===== src/rtl/pipe_pkg.sv =====
// Shared constants for the pipe_stage_reg slice: state encodings and reset payload.
// Latency: n/a (package only).
// Backpressure: n/a (package only).
package pipe_pkg;

    // Stage occupancy states. SKID is only reachable when PIPE_STAGE_SKID_EN is defined.
    localparam logic [1:0] ST_EMPTY = 2'd0;
    localparam logic [1:0] ST_FULL  = 2'd1;
    localparam logic [1:0] ST_SKID  = 2'd2;

    // RISC-V canonical NOP (addi x0, x0, 0), used as the payload after reset or flush.
    localparam logic [31:0] NOP_INSTR = 32'h0000_0013;

    // A handshake fires when both sides agree on the same edge.
    function automatic logic hs_fire(input logic vld, input logic rdy);
        return vld & rdy;
    endfunction

endpackage


===== src/rtl/pipe_slot.sv =====
// Storage slot: WIDTH-bit load-enabled payload register plus valid bit.
// Latency: 1 cycle from i_load to o_data/o_valid.
// Backpressure: none inside the slot; the parent decides when to load or drop.
module pipe_slot
    import pipe_pkg::*;
#(
    parameter int                 WIDTH     = 32,
    parameter logic [WIDTH-1:0]   FLUSH_VAL = WIDTH'(NOP_INSTR)
) (
    input  logic             clk,
    input  logic             i_clr_n,
    input  logic             i_load,
    input  logic             i_drop,
    input  logic [WIDTH-1:0] i_data,
    output logic [WIDTH-1:0] o_data,
    output logic             o_valid
);

    logic [WIDTH-1:0] r_data;
    logic             r_valid;

    // Clear wins over load, load wins over drop; a drop keeps the payload so the
    // output holds its last value while invalid.
    always_ff @(posedge clk) begin
        if (!i_clr_n) begin
            r_data  <= FLUSH_VAL;
            r_valid <= 1'b0;
        end else if (i_load) begin
            r_data  <= i_data;
            r_valid <= 1'b1;
        end else if (i_drop) begin
            r_valid <= 1'b0;
        end
    end

    assign o_data  = r_data;
    assign o_valid = r_valid;

endmodule


===== src/rtl/pipe_stage_reg.sv =====
// Valid/ready pipeline register with flush; optional skid slot under macro PIPE_STAGE_SKID_EN.
// Latency: 1 cycle from input transfer in EMPTY to out_valid/out_data.
// Backpressure: default build in_ready = !out_valid || out_ready; skid build in_ready is registered (state != SKID).
module pipe_stage_reg
    import pipe_pkg::*;
#(
    parameter int                 WIDTH     = 32,
    parameter logic [WIDTH-1:0]   FLUSH_VAL = WIDTH'(NOP_INSTR)
) (
    input  logic             clk,
    input  logic             rst,
    input  logic             flush,
    input  logic             in_valid,
    output logic             in_ready,
    input  logic [WIDTH-1:0] in_data,
    output logic             out_valid,
    input  logic             out_ready,
    output logic [WIDTH-1:0] out_data
);

    logic [1:0]       r_state;
    logic [1:0]       w_state_nxt;
    logic             w_in_xfer;
    logic             w_out_xfer;
    logic             w_clr_n;
    logic             w_main_load;
    logic             w_main_drop;
    logic [WIDTH-1:0] w_main_din;
    logic             w_main_vld;

    // Reset and flush both wipe the slots; reset additionally holds in_ready low.
    assign w_clr_n    = rst & ~flush;
    assign w_in_xfer  = hs_fire(in_valid, in_ready);
    assign w_out_xfer = hs_fire(out_valid, out_ready);
    assign out_valid  = w_main_vld;

`ifdef PIPE_STAGE_SKID_EN
    logic             w_skid_load;
    logic             w_skid_drop;
    logic [WIDTH-1:0] w_skid_dat;
    logic             w_skid_vld;
    logic             r_in_rdy;

    // Next-state and slot control: the skid slot absorbs the beat that arrives
    // while the main slot is stalled, so in_ready can lag by one cycle.
    always_comb begin
        w_state_nxt = r_state;
        w_main_load = 1'b0;
        w_main_drop = 1'b0;
        w_main_din  = in_data;
        w_skid_load = 1'b0;
        w_skid_drop = 1'b0;
        case (r_state)
            ST_EMPTY: begin
                if (w_in_xfer) begin
                    w_main_load = 1'b1;
                    w_state_nxt = ST_FULL;
                end
            end
            ST_FULL: begin
                if (w_in_xfer && w_out_xfer) begin
                    w_main_load = 1'b1;
                end else if (w_out_xfer) begin
                    w_main_drop = 1'b1;
                    w_state_nxt = ST_EMPTY;
                end else if (w_in_xfer) begin
                    w_skid_load = 1'b1;
                    w_state_nxt = ST_SKID;
                end
            end
            ST_SKID: begin
                // in_ready is low here, so only the output side can move.
                if (w_out_xfer && w_skid_vld) begin
                    w_main_load = 1'b1;
                    w_main_din  = w_skid_dat;
                    w_skid_drop = 1'b1;
                    w_state_nxt = ST_FULL;
                end
            end
            default: begin
                w_state_nxt = ST_EMPTY;
            end
        endcase
    end

    // in_ready comes straight from a flop so it has no path from out_ready.
    always_ff @(posedge clk) begin
        if (!rst) begin
            r_in_rdy <= 1'b0;
        end else if (flush) begin
            r_in_rdy <= 1'b1;
        end else begin
            r_in_rdy <= (w_state_nxt != ST_SKID);
        end
    end

    assign in_ready = r_in_rdy;

    pipe_slot #(
        .WIDTH     (WIDTH),
        .FLUSH_VAL (FLUSH_VAL)
    ) u_skid_slot (
        .clk     (clk),
        .i_clr_n (w_clr_n),
        .i_load  (w_skid_load),
        .i_drop  (w_skid_drop),
        .i_data  (in_data),
        .o_data  (w_skid_dat),
        .o_valid (w_skid_vld)
    );
`else
    // Next-state and slot control for the single-slot stage; an input transfer
    // in FULL can only happen together with an output transfer.
    always_comb begin
        w_state_nxt = r_state;
        w_main_load = 1'b0;
        w_main_drop = 1'b0;
        w_main_din  = in_data;
        case (r_state)
            ST_EMPTY: begin
                if (w_in_xfer) begin
                    w_main_load = 1'b1;
                    w_state_nxt = ST_FULL;
                end
            end
            ST_FULL: begin
                if (w_in_xfer) begin
                    w_main_load = 1'b1;
                end else if (w_out_xfer) begin
                    w_main_drop = 1'b1;
                    w_state_nxt = ST_EMPTY;
                end
            end
            default: begin
                w_state_nxt = ST_EMPTY;
            end
        endcase
    end

    // Ready when the slot is free or being drained this cycle; never during reset.
    assign in_ready = rst & (~w_main_vld | out_ready);
`endif

    // State register: reset outranks flush, flush outranks any transfer.
    always_ff @(posedge clk) begin
        if (!rst) begin
            r_state <= ST_EMPTY;
        end else if (flush) begin
            r_state <= ST_EMPTY;
        end else begin
            r_state <= w_state_nxt;
        end
    end

    pipe_slot #(
        .WIDTH     (WIDTH),
        .FLUSH_VAL (FLUSH_VAL)
    ) u_main_slot (
        .clk     (clk),
        .i_clr_n (w_clr_n),
        .i_load  (w_main_load),
        .i_drop  (w_main_drop),
        .i_data  (w_main_din),
        .o_data  (out_data),
        .o_valid (w_main_vld)
    );

endmodule


===== config.mk =====
export PLATFORM = sky130hd
export DESIGN_NAME = pipe_stage_reg
export DESIGN_NICKNAME = d
export VERILOG_FILES = /design/src/rtl/pipe_pkg.sv /design/src/rtl/pipe_slot.sv /design/src/rtl/pipe_stage_reg.sv
export SDC_FILE = /design/constraint.sdc
export NUM_CORES = 1
export LEC_CHECK = 0
export CAP_MARGIN = 20
export CORE_MARGIN = 1.5
export CORE_UTILIZATION = 28
export CTS_BUF_LIST = sky130_fd_sc_hd__clkbuf_4 sky130_fd_sc_hd__clkbuf_8
export DETAILED_ROUTE_END_ITERATION = 8
export PLACE_DENSITY = 0.67
export SETUP_SLACK_MARGIN = 0.02
export SKIP_CTS_REPAIR_TIMING = 1
export SYNTH_ARGS = -nofsm -noshare
export SYNTH_HDL_FRONTEND = slang
export SYNTH_SLANG_ARGS = --single-unit

===== constraint.sdc =====
create_clock -name clk -period 1.37 [get_ports clk]
set_input_delay 0.137 -clock clk [delete_from_list [all_inputs] [get_ports clk]]
set_output_delay 0.137 -clock clk [all_outputs]
set_load 0.005 [all_outputs]

==> metrics.txt <==
yosys warns=0; leading area contributor after synthesis=dfxtp_1; outcome=complete, no violations; Mapped Cells=161; Max FO, Critical Path=5; clock sinks=34; worst-path cell chain=clkdlybuf4s50_1; diode count=0; CP delay by family, top=buffers and inverters; vias in the first global route=1,302; Yosys top cell area share=50.8%; reg2reg start=u_main_slot.o_valid; routed len/inst=13.1 microns; GRT Overall Usage=14.3%; most common cell after layout, fill and taps aside=clkdlybuf4s50_1; Vias per Instance=4.95; Hold EP=u_main_slot.o_valid; Worst-path clk slew=70 ps; total core area=0.00447 sq mm; post-route ant nets=0; period utilization=93.5%; Lkg Pwr=0.757 nW; quantity of I/O buffers inserted on ports=70; Final Util=48.8%; DRC=0; Worst-Skew Late Latency=280 ps; worst relative slew slack=66.6%; DIE AREA=0.00521 sq mm; antenna violations before repair=0; Fin Hold WS=217 ps; final WL=3680 microns; via total after detailed routing=1,385; Tmin final=1280 ps; layout cell share with drive strength beyond 1=7.02%; Psw=0.462 mW; Initial Util=29.9%; remaining global-route overflow=0; final setup vio count=0; syn avg cell area=8.32 sq um; Max Cap Viol=0; sequential share of power=49.3%; CP Data Arrival Time=1140 ps; Worst Path Buf+Inv=1; H-tree depth=2; WS Path Type=register to output port; Largest stage delay, worst path=510 ps; row count=24; reg2reg path depth=3; clk_skew=2.53 ps; Hold Crit Start=out_ready; die width=72.2 microns; CP endpoint kind=output port; TritonCTS buffer count=5; Hold Fails Final Rpt=0; fillers=442; P&R area growth vs syn=62.9%; CTS Buffer Depth=2; Fmax=780 MHz; sequential area share after synthesis=50.8%; Sw Ratio=22.2%; Setup crit start=u_main_slot.o_valid; DRT iter0 DRCs=72; Reg area=682 sq um; pwr/cell area=951 mW/mm^2; first-pass GRT wire length=5860 microns; reg-to-reg setup timing slack=110 ps; HPWL Detailed=2390 microns; Initial DRT Pass Iterations=4; IO Pins=71; Slew Viols, Final=0; CTS root buf=clkbuf_8; Slowest cell on crit path=clkdlybuf4s50_1; Clock power frac=37.0%; Synth area leaders=dfxtp_1 (51%), nand3_1 (13%), o21ai_0 (12%), a21oi_1 (12%), buf_6 (2.5%); Synth Register Bits=34; worst hold path class=input pin to register; syn_nets=198; worst IR drop on VDD=0.534 mV; Synth cell types=14; RSZ-0062 raised after global routing=no; CP startpoint kind=register; hold path depth=4; GP Congestion=0.672; Comb pwr share=13.7%; post-synthesis cell area=0.00134 sq mm; CTS tree=built; measured slew at the worst slew-check pin=500 ps; die height=72.2 microns; largest net degree at the start of global routing=34; nets=264; most frequent cells in the layout=clkdlybuf4s50_1 (68), nand3_1 (35), dfxtp_1 (33); Reg-to-Reg End=u_main_slot.o_data[30]; Worst EP required=1230 ps; Cell Int Power=1.61 mW; footprint of the multi-input gates=553 sq um
==> final cells by class <==
cell class / instances / share of cell area (%)
Sequential cell: 34 / 31.2
Clock inverter: 1 / 0.229
Multi-Input combinational cell: 110 / 25.3
Tap cell: 52 / 2.98
Clock buffer: 7 / 4.13
Timing Repair Buffer: 76 / 36.1
==> per-layer routing <==
layer  wire length [microns]  part of all wire, %  vias to the layer above  global-route usage, %
met4                      14                 0.38                        0                   5.03
met3                     251                  6.8                        2                   4.72
li1                        -                    -                      697                      -
met2                    1740                   47                       52                   23.9
met1                    1670                   45                      634                   17.4
met5                       0                    0                        -                      0
==> how the worst max path moves through the flow <==
| stage | end | slack, ps | depth (start not counted) |
|---|---|---|---|
| after global routing | u_main_slot.o_data[15] | 50 | 3 |
| after floorplan | u_main_slot.o_data[0] | 330 | 4 |
| after global placement | in_ready | -180 | 4 |
| after CTS | in_ready | -180 | 4 |
| after detailed placement | u_main_slot.o_data[30] | -210 | 4 |
| final | out_valid | 90 | 1 |
==> logic make-up after synthesis <==
group	share of synthesized area, %
simple gates	17.7
buf+inv	7.94
compound gates	23.5
flops	50.8
==> power by group through the flow <==
stage / combinational, mW / clock [mW] / sequential, mW
5_1_grt: 0.308 / 0.842 / 1.03
4_1_cts: 0.288 / 0.798 / 1.02
3_3_place_gp: 0.286 / 0 / 1.05
3_5_place_dp: 0.287 / 0 / 1.05
2_1_floorplan: 0.101 / 0 / 1.05
6_report: 0.284 / 0.768 / 1.02
==> flip-flops by register name, indices dropped and copies added, names as in the netlist <==
name and count:
u_main_slot.o_data 32, r_state 1, u_main_slot.o_valid 1
==> through the flow <==
step	setup TNS, ps	std cells	total power [mW]	instance area [sq um]	worst slack, ps
floorplan	0	161	1.15	1340	327
global placement	-5670	272	1.33	2080	-175
detailed placement	-5620	272	1.33	2080	-211
CTS	-181	280	2.11	2180	-181
global route	0	280	2.18	2180	46.3
finish	0	280	2.08	2180	88.8
==> cell usage after synthesis <==
library cell	instances
dfxtp_1	34
clkbuf_2	3
buf_6	3
clkbuf_1	6
nand2_1	6
a21oi_1	31
o21ai_0	32
and2_1	2
nor2b_1	1
buf_2	1
nand3_1	35
buf_4	4
nand2b_1	2
and2b_2	1
Power figures use the tool's default switching activity.
==> variant 1: new RTL, config.mk and constraints unchanged <==
Build with the macro `PIPE_STAGE_SKID_EN` defined.
--- a/src/rtl/pipe_stage_reg.sv
+++ b/src/rtl/pipe_stage_reg.sv
@@ -1,6 +1,8 @@
 // Valid/ready pipeline register with flush; optional skid slot under macro PIPE_STAGE_SKID_EN.
 // Latency: 1 cycle from input transfer in EMPTY to out_valid/out_data.
 // Backpressure: default build in_ready = !out_valid || out_ready; skid build in_ready is registered (state != SKID).
+`define PIPE_STAGE_SKID_EN
+
 module pipe_stage_reg
     import pipe_pkg::*;
 #(
Function: changed (Yosys sat finds a counterexample within 4 cycles, from zero or initial values and one cycle with rst low).
==> variant 1 against the unedited design <==
Core utilization is 3.7 points lower; final area increased by 93%; worst setup slack lost 0.13 ns; worst hold slack improved by 0.16 ns; synthesized area is 100% higher; via count rose by 90%; wire length increased by 98%; the run now ends with setup timing left; sequential cell count is 35 higher; critical endpoint is now u_skid_slot.o_data[23]; total power grew 110%.
==> variant 1: results (changes against the unedited design) <==
| Metric | Value |
|---|---|
| Top post-synthesis cells by area | dfxtp_1, nand2_1, a31oi_1, a21oi_1, o21ai_0 |
| Non-clk buf share | 27.65% (-8.5 points) |
| Seq Cell Count | 69 (+100%) |
| Placed insts | 541 (+99%) |
| WHS Path Cells | 3 (-1) |
| Xor and xnor area share after synthesis | 0.3215% (+0.32 points) |
| Clock Skew | 0.009426 ns (+0.006892 ns) |
| Reg2reg path depth | 6 (+3) |
| Share of cells above drive strength 1 | 18.24% (+11 points) |
| Buffers excl. clock | 100 (+32%) |
| Routed WL | 7297 um (+98%) |
| CTS Buf Count | 9 (+4) |
| Critical path origin | r_state[0] |
| Area growth syn-to-layout | 54.52% |
| Post-DP HPWL | 4625 um (+94%) |
| Pre-CTS WS | -0.2451 ns (-0.03446 ns) |
| Clock tree cell share of total cell area | 5.232% (+0.88 points) |
| Fill count | 917 (+110%) |
| Hold Slack | 0.3756 ns (+0.1586 ns) |
| Vias | 2630 (+90%) |
| Violated checks | setup timing |
| Largest family of logic cells by synthesized area | simple AND/OR/NAND/NOR gates |
| Multi-input combinational area share | 30.05% (+4.7 points) |
| Final worst setup slack | -0.04241 ns (-0.1312 ns) |
| Status | finished, violations left |
| RR Endpoint | u_skid_slot.o_data[23] |
| Worst EP arrival | 1.67 ns (+0.53 ns) |
| Leakage | 1.815 nW (+140%) |
| First-pass GRT wire length | 11180 um (+91%) |
| Detailed Route Iter0 Violations | 96 (+33%) |
| Post-synth cell types | 26 (+12) |
| Final setup viols | 22 (+22) |
| Post-synthesis cell count | 345 (+110%) |
| Pin count of the biggest net entering global routing | 47 (+38%) |
| Max FO, Critical Path | 6 (+1) |
| Syn Nets | 382 (+93%) |
| Comb_multi_in | 249 (+130%) |
| GR Util All Layers | 13.96% (-0.38 points) |
| Layout clock buffers | 10 (+3) |
| Post-synthesis sequential area ratio | 50.71% (-0.082 points) |
| RePlAce Congestion | 0.8800 (+31%) |
[variant 1: changes by cell type in the layout (fill, tap and decap cells not counted), sizes merged, moves of 21 or more]
cell,delta
dfxtp,+35
nand3,-31
dlymetal6s2s,+21
nand2,+119
a31oi,+29
clkdlybuf4s50,-21
buf,+21
[variant 1: critical path, cell delays in order, from the launching register on]
cell and delay [ns]:
dfxtp_2 0.36, a21bo_4 0.26, nor3_4 0.24, buf_6 0.16, clkbuf_16 0.15, nand2_2 0.04, a21oi_1 0.12
[variant 1: power by group]
| group | internal [mW] | switching (mW) | total, mW |
|---|---|---|---|
| clock network | 1.08 | 0.770 | 1.85 |
| registers | 2.04 | 0.0155 | 2.05 |
| logic | 0.238 | 0.190 | 0.428 |
| total | 3.35 | 0.976 | 4.32 |
[variant 1: layer usage]
layer | share of wire, % | GRT usage [%]
met1 | 43 | 15.81
met2 | 50 | 24.67
met3 | 6.7 | 4.555
met4 | 0.53 | 4.701
met5 | 0 | 0
==> variant 2: new RTL, same flow settings <==
Without the edit above. `WIDTH` is set to 32 in 2 places; all go to 64.
--- a/src/rtl/pipe_slot.sv
+++ b/src/rtl/pipe_slot.sv
@@ -4,7 +4,7 @@
 module pipe_slot
     import pipe_pkg::*;
 #(
-    parameter int                 WIDTH     = 32,
+    parameter int                 WIDTH     = 64,
     parameter logic [WIDTH-1:0]   FLUSH_VAL = WIDTH'(NOP_INSTR)
 ) (
     input  logic             clk,
--- a/src/rtl/pipe_stage_reg.sv
+++ b/src/rtl/pipe_stage_reg.sv
@@ -4,7 +4,7 @@
 module pipe_stage_reg
     import pipe_pkg::*;
 #(
-    parameter int                 WIDTH     = 32,
+    parameter int                 WIDTH     = 64,
     parameter logic [WIDTH-1:0]   FLUSH_VAL = WIDTH'(NOP_INSTR)
 ) (
     input  logic             clk,
Ports: changed (resized in_data and out_data); port bits go from 71 to 135. No check against the original RTL was run, so the function may have changed too.
==> variant 2 against the unedited design <==
Die area rose by 84%; final area rose by 98%; highest routed layer unchanged; non-clock buffer count rose by 72; synthesized area rose by 88%; wire length rose by 120%; worst setup slack got worse by 0.021 ns; critical endpoint is now out_data[42]; largest power group unchanged; sequential cell count rose by 32; total power rose by 88%; largest cell class unchanged.
==> variant 2: results (changes against the unedited design) <==
| Metric | Value |
|---|---|
| Status | complete, no violations |
| Reg2reg path depth | 4 (+1) |
| CTS Buf Count | 9 (+4) |
| GR Util All Layers | 16.11% (+1.8 points) |
| FF/Latch Area | 0.001340 mm^2 (+97%) |
| Worst vdd ir | 0.3596 mV (-33%) |
| Reg power frac | 50.7% (+1.4 points) |
| Largest register FFs | 64 (+100%) |
| Sw frac | 23.93% (+1.7 points) |
| Placed insts | 528 (+94%) |
| Pin count of the biggest net entering global routing | 46 (+35%) |
| Share of cells above drive strength 1 | 10.80% (+3.8 points) |
| Vias per cell | 5.024 (+1.6%) |
| Multi-input combinational area share | 24.25% (-1.1 points) |
| RePlAce Congestion | 0.6947 (+3.4%) |
| Vias | 2728 (+97%) |
| Critical Path End | out_data[42] |
| Non-clk buf share | 37.90% (+1.8 points) |
| Buffers excl. clock | 148 (+95%) |
| RR Endpoint | u_main_slot.o_data[37] |
| Routing usage on met3 | 4.366% (-0.36 points) |
| Worst EP arrival | 1.17 ns (+0.03 ns) |
| H-tree levels | 3 (+1) |
| Met2 routed WL | 3923 um (+130%) |
| Post-synth cell types | 11 (-3) |
| Pre-CTS WS | -0.1388 ns (+0.07189 ns) |
[variant 2: worst min-delay path by stage]
stage | start | to | slack (ns) | cells past startpoint
3_5_place_dp | r_state[0] | r_state[0] | 0.45 | 2
4_1_cts | in_data[32] | u_main_slot.o_data[32] | 0.35 | 3
6_report | in_data[4] | u_main_slot.o_data[4] | 0.37 | 3
2_1_floorplan | flush | u_main_slot.o_data[0] | 0.26 | 2
3_3_place_gp | r_state[0] | r_state[0] | 0.44 | 2
5_1_grt | in_data[32] | u_main_slot.o_data[32] | 0.37 | 3
[variant 2: metrics by stage]
stage          util [%]  power, mW  instance area, um^2  setup TNS [ns]
4_1_cts           48.55      3.976                 4234         -0.3378
5_1_grt           49.51      4.100                 4318               0
3_5_place_dp      46.73      2.594                 4075          -4.165
2_1_floorplan         -      2.217                 2521               0
3_3_place_gp      46.73      2.588                 4075          -2.624
6_report          49.51      3.911                 4318               0
